--- config.mk ---
export PLATFORM = sky130hd
export DESIGN_NAME = rca_sum_accumulator
export DESIGN_NICKNAME = d
export VERILOG_FILES = /design/src/rtl/rca_sum_accumulator.sv
export SDC_FILE = /design/constraint.sdc
export NUM_CORES = 1
export LEC_CHECK = 0
export CELL_PAD_IN_SITES_DETAIL_PLACEMENT = 0
export CELL_PAD_IN_SITES_GLOBAL_PLACEMENT = 1
export CORE_MARGIN = 2
export CORE_UTILIZATION = 35
export DETAILED_ROUTE_END_ITERATION = 16
export PLACE_DENSITY = 0.91
export SYNTH_ARGS = -nofsm -noshare
export SYNTH_HDL_FRONTEND = slang
export SYNTH_SLANG_ARGS = --single-unit
export TNS_END_PERCENT = 5
--- constraint.sdc ---
create_clock -name clk -period 4.6 [get_ports clk]
set_input_delay 0.46 -clock clk [delete_from_list [all_inputs] [get_ports clk]]
set_output_delay 0.46 -clock clk [all_outputs]
set_load 0.01 [all_outputs]
--- src/rtl/rca_sum_accumulator.sv ---
// rca_sum_accumulator
// Downstream stage of the 3-bit ripple-carry adder. Each accepted beat
// contributes {cout, sum} (0..15) to a frame total. When the last beat of a
// frame is accepted, the total, the saturating beat count and a sticky
// overflow flag are presented through a valid/ready handshake.
module rca_sum_accumulator #(
  parameter int ACC_W   = 8,
  parameter int COUNT_W = 4
) (
  input  logic               clk,
  input  logic               rst,
  input  logic               in_valid,
  output logic               in_ready,
  input  logic [2:0]         in_sum,
  input  logic               in_cout,
  input  logic               in_last,
  output logic               out_valid,
  input  logic               out_ready,
  output logic [ACC_W-1:0]   out_acc,
  output logic [COUNT_W-1:0] out_count,
  output logic               out_ovf
);

  typedef enum logic {
    S_ACC = 1'b0,
    S_OUT = 1'b1
  } state_t;

  localparam logic [COUNT_W-1:0] COUNT_MAX = {COUNT_W{1'b1}};

  state_t               state_q, state_d;
  logic [ACC_W-1:0]     acc_q, acc_d;
  logic [COUNT_W-1:0]   count_q, count_d;
  logic                 ovf_q, ovf_d;

  logic [ACC_W-1:0]     operand;
  logic [ACC_W:0]       sum_ext;

  // Operand is the adder's 4-bit result zero-extended; one extra bit of the
  // add captures the carry out of the accumulator width.
  assign operand = {{(ACC_W-4){1'b0}}, in_cout, in_sum};
  assign sum_ext = {1'b0, acc_q} + {1'b0, operand};

  // Handshake outputs depend only on the FSM state; result outputs are the
  // live registers, meaningful to downstream only while out_valid is high.
  assign in_ready  = (state_q == S_ACC);
  assign out_valid = (state_q == S_OUT);
  assign out_acc   = acc_q;
  assign out_count = count_q;
  assign out_ovf   = ovf_q;

  // Next-state logic: accumulate on accepted beats, clear on release.
  always_comb begin
    state_d = state_q;
    acc_d   = acc_q;
    count_d = count_q;
    ovf_d   = ovf_q;
    case (state_q)
      S_ACC: begin
        if (in_valid) begin
          acc_d   = sum_ext[ACC_W-1:0];
          ovf_d   = ovf_q | sum_ext[ACC_W];
          count_d = (count_q == COUNT_MAX) ? count_q : count_q + COUNT_W'(1);
          if (in_last) begin
            state_d = S_OUT;
          end
        end
      end
      S_OUT: begin
        if (out_ready) begin
          acc_d   = '0;
          count_d = '0;
          ovf_d   = 1'b0;
          state_d = S_ACC;
        end
      end
      default: begin
        state_d = S_ACC;
      end
    endcase
  end

  // State and result registers with synchronous reset discarding any frame.
  always_ff @(posedge clk) begin
    if (rst) begin
      state_q <= S_ACC;
      acc_q   <= '0;
      count_q <= '0;
      ovf_q   <= 1'b0;
    end else begin
      state_q <= state_d;
      acc_q   <= acc_d;
      count_q <= count_d;
      ovf_q   <= ovf_d;
    end
  end

endmodule

# Word level (Yosys, flattened, before mapping)
# Cells that the tools add are included.
[op_classes]
n_addsub = 2
n_eq_ne = 4
n_mux = 14
n_bitwise = 2
reduce_logical = 2
[op_table]
columns = ["operator", "count"]
rows = [
  ["8-bit 2-to-1 mux", 2],
  ["8-bit one-hot mux with 2 select lines", 1],
  ["4-bit 2-to-1 mux", 3],
  ["8-bit by 4-bit adder with 9-bit output", 1],
  ["4-bit one-hot mux with 2 select lines", 1],
  ["2-bit inequality test (second input constant)", 3],
  ["1-bit 2-to-1 mux", 5],
  ["4-bit by 1-bit adder with 4-bit output (second input constant)", 1],
  ["4-bit == test (second input constant)", 1],
  ["1-bit one-hot mux with 2 select lines", 2],
  ["3-bit AND reduction", 1],
  ["2-bit AND reduction", 1],
  ["1-bit inverter", 1],
  ["1-bit bitwise OR", 1],
]
[word_totals]
regBits = 14
in_bits = 9
out_inout_bits = 15
word_cells = 28

# Depth between registers and ports, before layout
# Gate-level depths: netlist of run 1.
[depth]
word_depth = 4
ltp_mapped = 6
depth_no_buf = 6

# Worst setup path after synthesis of run 1
# No wires, ideal clock.
[synth_timing]
path_kind = "in2reg"
from = "in in_sum[0]"
to = "reg ovf_q (netlist: out_ovf)"
setup_ns = 0.117
t_arrival_ns = 1.637
required_time_ns = 4.483
setup_slack_ns = 2.846
path_stages = 6
n_path_buf = 0
cell_sequence = "ha_1 -> fa_1 -> a21o_1 -> a21oi_1 -> nand3b_1 -> a21oi_1"
[synth_between]
elab_chain_len = 4
[synth_rtl]
columns = ["item", "line", "rtl"]
rows = [
  ["start, declared", "14", "input logic [2:0] in_sum,"],
  ["8-bit by 4-bit adder with 9-bit output", "42", "assign sum_ext = {1'b0, acc_q} + {1'b0, operand};"],
  ["1-bit bitwise OR", "62", "ovf_d = ovf_q | sum_ext[ACC_W];"],
  ["1-bit 2-to-1 mux", "60", "if (in_valid) begin"],
  ["1-bit one-hot mux with 2 select lines", "58", "case (state_q)"],
  ["end signal, assigned", "94", "ovf_q <= ovf_d;"],
  ["end, declared", "34", "logic ovf_q, ovf_d;"],
]
# No other way between the ends. The select of a mux whose other input is x is not followed.
# A chain may end at the register's enable or synchronous reset.

# Worst setup path in the final report of run 1
[layout_timing]
from = "in in_sum[0]"
to = "reg acc_q[4] (netlist: out_acc[4])"
[layout_between]
elab_chain_len = 3
[layout_rtl]
columns = ["item", "line", "rtl"]
rows = [
  ["8-bit by 4-bit adder with 9-bit output", "42", ""],
  ["8-bit 2-to-1 mux", "60", ""],
  ["8-bit one-hot mux with 2 select lines", "58", ""],
  ["end signal, assigned", "87", "acc_q <= '0;"],
  ["end signal, assigned", "92", "acc_q <= acc_d;"],
  ["end, declared", "32", "logic [ACC_W-1:0] acc_q, acc_d;"],
]
# No other way between the ends. The select of a mux whose other input is x is not followed.

==> impl_metrics.tcl, run 1 <==
set metrics [dict create \
    outcome "finished, final reports clean" \
    r2r_slack_ps 2850 \
    required_ps 4780 \
    drt_iter0_drc 13 \
    relSlewSlack_pct 59.5 \
    ir_drop_uv 281 \
    clk_pin_slew_worst_paths_ps 90 \
    p_leak_nw 0.411 \
    fillers 198 \
    diodes 0 \
    skew_ps 10.2 \
    synth_warnings 0 \
    use_met3_pct 6.25 \
    syn-mean-instance-area_um2 8.98 \
    r2r_cells 6 \
    post-route-min-period_ps 2020 \
    clk_latency_ps 280 \
    crit_slowest_cell "fa_1" \
    path_max_fanout 5 \
    powerDensity_nw_per_um2 279 \
    finalNonFillerCells 136 \
    cts_tree "yes" \
    setup_violations 0 \
    fmax_mhz 494 \
    crit_type "in2reg" \
    holdPathStages 2 \
    area_growth_pct 37.8 \
    root_buffer "clkbuf_4" \
    hold_violations 0 \
    ant_nets 0 \
    synth_edf_count 0 \
    syn-instance-count 84 \
    cp.arrival_ps 2200 \
    crit_chain "clkdlybuf4s50_1 -> ha_1 -> fa_1 -> a21o_1 -> a21oi_1 -> or3_1 -> a21oi_1" \
    die_area_um2 2540 \
    end_kind "register" \
    netlist_top_cells_count "dfxtp_1 (14), nor2_1 (12), a21oi_1 (10)" \
    crit_start "in_sum[0]" \
    cts_hold_buf 0 \
    wire_per_inst_um 12.5 \
    gp_congestion 0.818 \
    track_usage_pct 14.8 \
    core_um2 2000 \
    clock-sinks 14 \
    fin_tns_setup_ps 0 \
    dr_total_vias 708 \
    yosysTopAreaCellShare_pct 37.1 \
    postCtsSetupBuffers 0 \
    layout.nets 125 \
    synth-seq-cells 14 \
    critPathLaunchType "input pin" \
    die_h_um 50.4 \
    synth_fp_nets 99 \
    tightest_slew_ps 591 \
    drv_slew 0 \
    drc 0 \
    path_common_cell "a21oi_1" \
    cts_buffers 3 \
    drt_first_pass_iters 3 \
    drive_gt1_share_pct 9.17 \
    overflow 0 \
    grt_pass1_wl_mm 2.81 \
    setup.worst_path.end "out_acc[4]$_SDFFE_PP0P_" \
    hp-class "reg2reg" \
    synth_top_flop_cell "dfxtp_1" \
    dieWidth_um 50.4 \
    use_met2_pct 23.5 \
    antenna_found_initial 0 \
    dpl.hpwl_mm 1.28 \
    synth.most_common_cell "dfxtp_1" \
    initial_core_util_pct 37.7 \
    r2r-start "out_acc[0]$_SDFFE_PP0P_" \
    globalRoute.busiestLayer "met2" \
    rows 16 \
    worstReg2RegEnd "out_acc[4]$_SDFFE_PP0P_" \
    io_pins 24 \
    port_buffers 23 \
    synthArstFlopShare_pct 0 \
    final.period_utilization_pct 44.0 \
    grt_max_degree 11 \
    synth-seq-area-share_pct 37.1 \
    rsz0062_at_grt "false" \
    cp_slowest_stage_delay_ps 410 \
    cts-resized-gates 0 \
    yosys.cell_types.count 29 \
    wl_mm 1.71 \
    synth_top_area_cell "dfxtp_1" \
    vias_per_cell 5.21 \
    synth.cell_area_um2 754 \
    cts_buffer_depth 2 \
    cap_violations 0 \
    place_inst 132 \
    cts_max_level 1 \
    grtUsageMet1_pct 18.2 \
    grt_pass1_vias 637 \
    synth_area_leaders "dfxtp_1 (37%), ha_1 (8.3%), a21oi_1 (6.6%)" \
]
## kinds of logic (layout without fill, tap and decap cells)
| group | count (synthesis) | count (layout) | share of synthesized area (%) |
|---|---|---|---|
| compound gates | 29 | 29 | 25.0 |
| simple gates | 27 | 27 | 18.1 |
| flops | 14 | 14 | 37.1 |
| fa+ha+maj | 6 | 6 | 10.9 |
| buf+inv | 4 | 29 | 2.98 |
| mux | 3 | 3 | 4.64 |
| xor+xnor | 1 | 1 | 1.16 |
## sequential cells by signal, indices dropped and copies added, names as in the netlist
signal	cells
out_acc	8
out_count	4
out_ovf	1
out_valid	1
## cell usage in the layout (no fill, tap or decap)
cell type        instances
nand3_2                  1
dfxtp_1                 14
o31a_1                   1
fa_1                     1
a21oi_1                 10
nand3_1                  3
ha_1                     5
a22oi_1                  5
mux2_4                   1
a211oi_1                 2
a41o_2                   1
clkbuf_4                 3
nand2_1                  4
or3_1                    3
a31oi_1                  1
a21o_2                   1
inv_1                    2
nor2_1                  12
o21ai_0                  4
clkdlybuf4s50_1         23
mux2i_1                  2
a31o_2                   1
o21bai_1                 1
and2_1                   1
nor3_1                   1
clkbuf_8                 1
nand3b_1                 1
a21o_1                   2
nor2b_4                  1
xor2_1                   1
## layout make-up
type / count / area [µm²] / area share [%]
well taps: 27 / 33.8 / 3.25
flip-flops and latches: 14 / 280 / 27.0
clock buffers: 4 / 36.3 / 3.49
inverters: 2 / 7.51 / 0.722
multi-input cells: 66 / 452 / 43.4
repair buffers: 23 / 230 / 22.1
## power breakdown
| group | internal (mW) | switching [mW] | total (mW) |
|---|---|---|---|
| Combinational | 0.0354 | 0.0306 | 0.0660 |
| Clock | 0.0482 | 0.0412 | 0.0894 |
| Sequential | 0.127 | 0.00810 | 0.135 |
| Total | 0.211 | 0.0799 | 0.291 |
## layer usage
metal  vias to the layer above  part of all wire [%]  routed length [µm]
li1                        361                     -                   -
met1                       327                    49                 837
met2                        18                    45                 772
met3                         2                   4.8                  82
met4                         0                  0.70                  12
met5                         -                     0                   0
## worst min-delay path by stage
stage	start	to
5_1_grt	out_ovf$_SDFFE_PP0P_	out_ovf$_SDFFE_PP0P_
4_1_cts	out_ovf$_SDFFE_PP0P_	out_ovf$_SDFFE_PP0P_
3_3_place_gp	out_ovf$_SDFFE_PP0P_	out_ovf$_SDFFE_PP0P_
2_1_floorplan	out_ovf$_SDFFE_PP0P_	out_ovf$_SDFFE_PP0P_
6_report	out_ovf$_SDFFE_PP0P_	out_ovf$_SDFFE_PP0P_
3_5_place_dp	out_ovf$_SDFFE_PP0P_	out_ovf$_SDFFE_PP0P_
## worst max-delay path: cells and delay by family
| kind | cells | cell delay [ps] |
|---|---|---|
| buffers and inverters | 1 | 400 |
| AND/OR/NAND/NOR | 1 | 160 |
| adder cells (fa/ha/maj) | 2 | 650 |
| AO/OA/AOI/OAI | 3 | 530 |
## metrics by stage
| stage | area (µm²) | worst slack (ps) | power, mW | util (%) | hold WS (ps) |
|---|---|---|---|---|---|
| 2_1_floorplan | 754 | 2850 | 0.176 | - | 470 |
| 3_3_place_gp | 1000 | 2340 | 0.202 | 50.1 | 449 |
| 3_5_place_dp | 1000 | 2290 | 0.204 | 50.1 | 453 |
| 4_1_cts | 1040 | 2600 | 0.294 | 51.9 | 467 |
| 5_1_grt | 1040 | 2480 | 0.306 | 51.9 | 494 |
| 6_report | 1040 | 2580 | 0.291 | 51.9 | 459 |
(Power assumes the default switching activity.)
==> inputs of run 2 (changes only) <==
--- a/config.mk
+++ b/config.mk
@@ -8,9 +8,9 @@
 export CELL_PAD_IN_SITES_DETAIL_PLACEMENT = 0
 export CELL_PAD_IN_SITES_GLOBAL_PLACEMENT = 1
 export CORE_MARGIN = 2
-export CORE_UTILIZATION = 35
+export CORE_UTILIZATION = 32
 export DETAILED_ROUTE_END_ITERATION = 16
-export PLACE_DENSITY = 0.91
+export PLACE_DENSITY = 0.85
 export SYNTH_ARGS = -nofsm -noshare
 export SYNTH_HDL_FRONTEND = slang
 export SYNTH_SLANG_ARGS = --single-unit
==> constraint.sdc (replaced) <==
create_clock -name clk -period 1.9 [get_ports clk]
set_input_delay 0.19 -clock clk [delete_from_list [all_inputs] [get_ports clk]]
set_output_delay 0.19 -clock clk [all_outputs]
set_load 0.01 [all_outputs]
==> impl_metrics.tcl, run 2 (same netlist as run 1, synthesis figures left out) <==
set metrics [dict create \
    antenna_found_initial 0 \
    cts_tree "yes" \
    critPathLaunchType "input pin" \
    ant_nets 0 \
    drt_first_pass_iters 4 \
    overflow 0 \
    cts-resized-gates 0 \
    crit_slowest_cell "fa_1" \
    required_ps 2060 \
    fmax_mhz 577 \
    fin_util_pct 47.8 \
    power_mw 0.658 \
    track_usage_pct 14.0 \
    outcome "finished, final reports clean" \
    dr_total_vias 713 \
    grt_pass1_vias 676 \
    wl_mm 1.71 \
    vias_per_cell 5.09 \
    hp-class "reg2reg" \
    post-route-min-period_ps 1730 \
    cts_buffers 3 \
    cp.arrival_ps 1900 \
    place_inst 137 \
    die_area_um2 2760 \
    path_common_cell "a21oi_1" \
    clk_latency_ps 270 \
    end_kind "register" \
    dieWidth_um 52.6 \
    ir_drop_uv 403 \
    diodes 0 \
    final_cell_mix "clkdlybuf4s50_1 (23), dfxtp_1 (14), nor2_1 (12)" \
    relSlewSlack_pct 60.5 \
    area_growth_pct 40.1 \
    cts_buffer_depth 2 \
    p_leak_nw 0.424 \
    port_buffers 23 \
    core_um2 2210 \
    hold_violations 0 \
    io_pins 24 \
    largest_register_ffs 8 \
    crit_type "in2reg" \
    rows 17 \
    setup_violations 0 \
    finalNonFillerCells 140 \
    initial_core_util_pct 34.1 \
    drc 0 \
    cts_hold_buf 0 \
    powerDensity_nw_per_um2 622 \
    drive_gt1_share_pct 11.6 \
    tightest_slew_ps 575 \
    drv_slew 0 \
    clk_pin_slew_worst_paths_ps 80 \
    final.period_utilization_pct 91.2 \
    gp_congestion 0.758 \
    rsz0062_at_grt "false" \
    dpl.hpwl_mm 1.33 \
    cts_max_level 1 \
    die_h_um 52.6 \
    drt_iter0_drc 3 \
    wire_per_inst_um 12.2 \
    grt_pass1_wl_mm 2.82 \
    layout.nets 129 \
    path_max_fanout 5 \
    root_buffer "clkbuf_4" \
    grt_max_degree 8 \
    crit_chain "clkdlybuf4s50_1 -> ha_1 -> fa_1 -> a21o_1 -> a21oi_1 -> or3_1 -> a21oi_1" \
    final_common_cell "clkdlybuf4s50_1" \
    cap_violations 0 \
    clock-sinks 14 \
    cp_slowest_stage_delay_ps 410 \
    skew_ps 0.718 \
    postCtsSetupBuffers 0 \
]
## run 2: cell count changes in the layout (fill, tap and decap cells not counted), sizes merged
cell	change
buf	+4
clkbuf	-1
## run 2: path summary, 6_finish.rpt
path	slack (ps)	to	start	cells past startpoint
max	170	out_acc[6]$_SDFFE_PP0P_	in_sum[0]	7
max reg2reg	170	out_acc[6]$_SDFFE_PP0P_	out_acc[0]$_SDFFE_PP0P_	6
min	450	out_ovf$_SDFFE_PP0P_	out_ovf$_SDFFE_PP0P_	2
min reg2reg	450	out_ovf$_SDFFE_PP0P_	out_ovf$_SDFFE_PP0P_	2
## run 2: critical path: cells and delay by family
family	cells	cell delay, ps
AO/OA/AOI/OAI	3	520
adder cells (fa/ha/maj)	2	630
buffers and inverters	1	400
AND/OR/NAND/NOR	1	160
## run 2: stage by stage
step	setup TNS (ps)	instance area (µm²)	setup slack [ps]	hold WS (ps)
floorplan	0	754	269	329
global placement	-266	1030	-93.8	442
detailed placement	-313	1030	-109	445
CTS	0	1060	173	458
global route	0	1060	23.4	501
finish	0	1060	167	451
## run 2: layout make-up
cell class	count	area [µm²]
Timing Repair Buffer	27	260
Tap cell	28	35.0
Inverter	2	7.51
Sequential cell	14	280
Clock buffer	3	22.5
Multi-Input combinational cell	66	452
Fill cell	233	1150
## run 2: per-layer routing
metal  track usage, %  vias to the layer above  wire length [µm]
met2             23.5                       14               816
met4             5.13                        0                13
met1             16.1                      333               812
met5                0                        -                 0
met3             5.14                        2                68
li1                 -                      364                 -
## run 2: power by group
part | switching [mW] | total, mW | leakage [nW] | internal [mW]
combinational | 0.0781 | 0.170 | 0.296 | 0.0919
sequential | 0.0166 | 0.324 | 0.114 | 0.308
clock | 0.0905 | 0.164 | 0.0138 | 0.0734
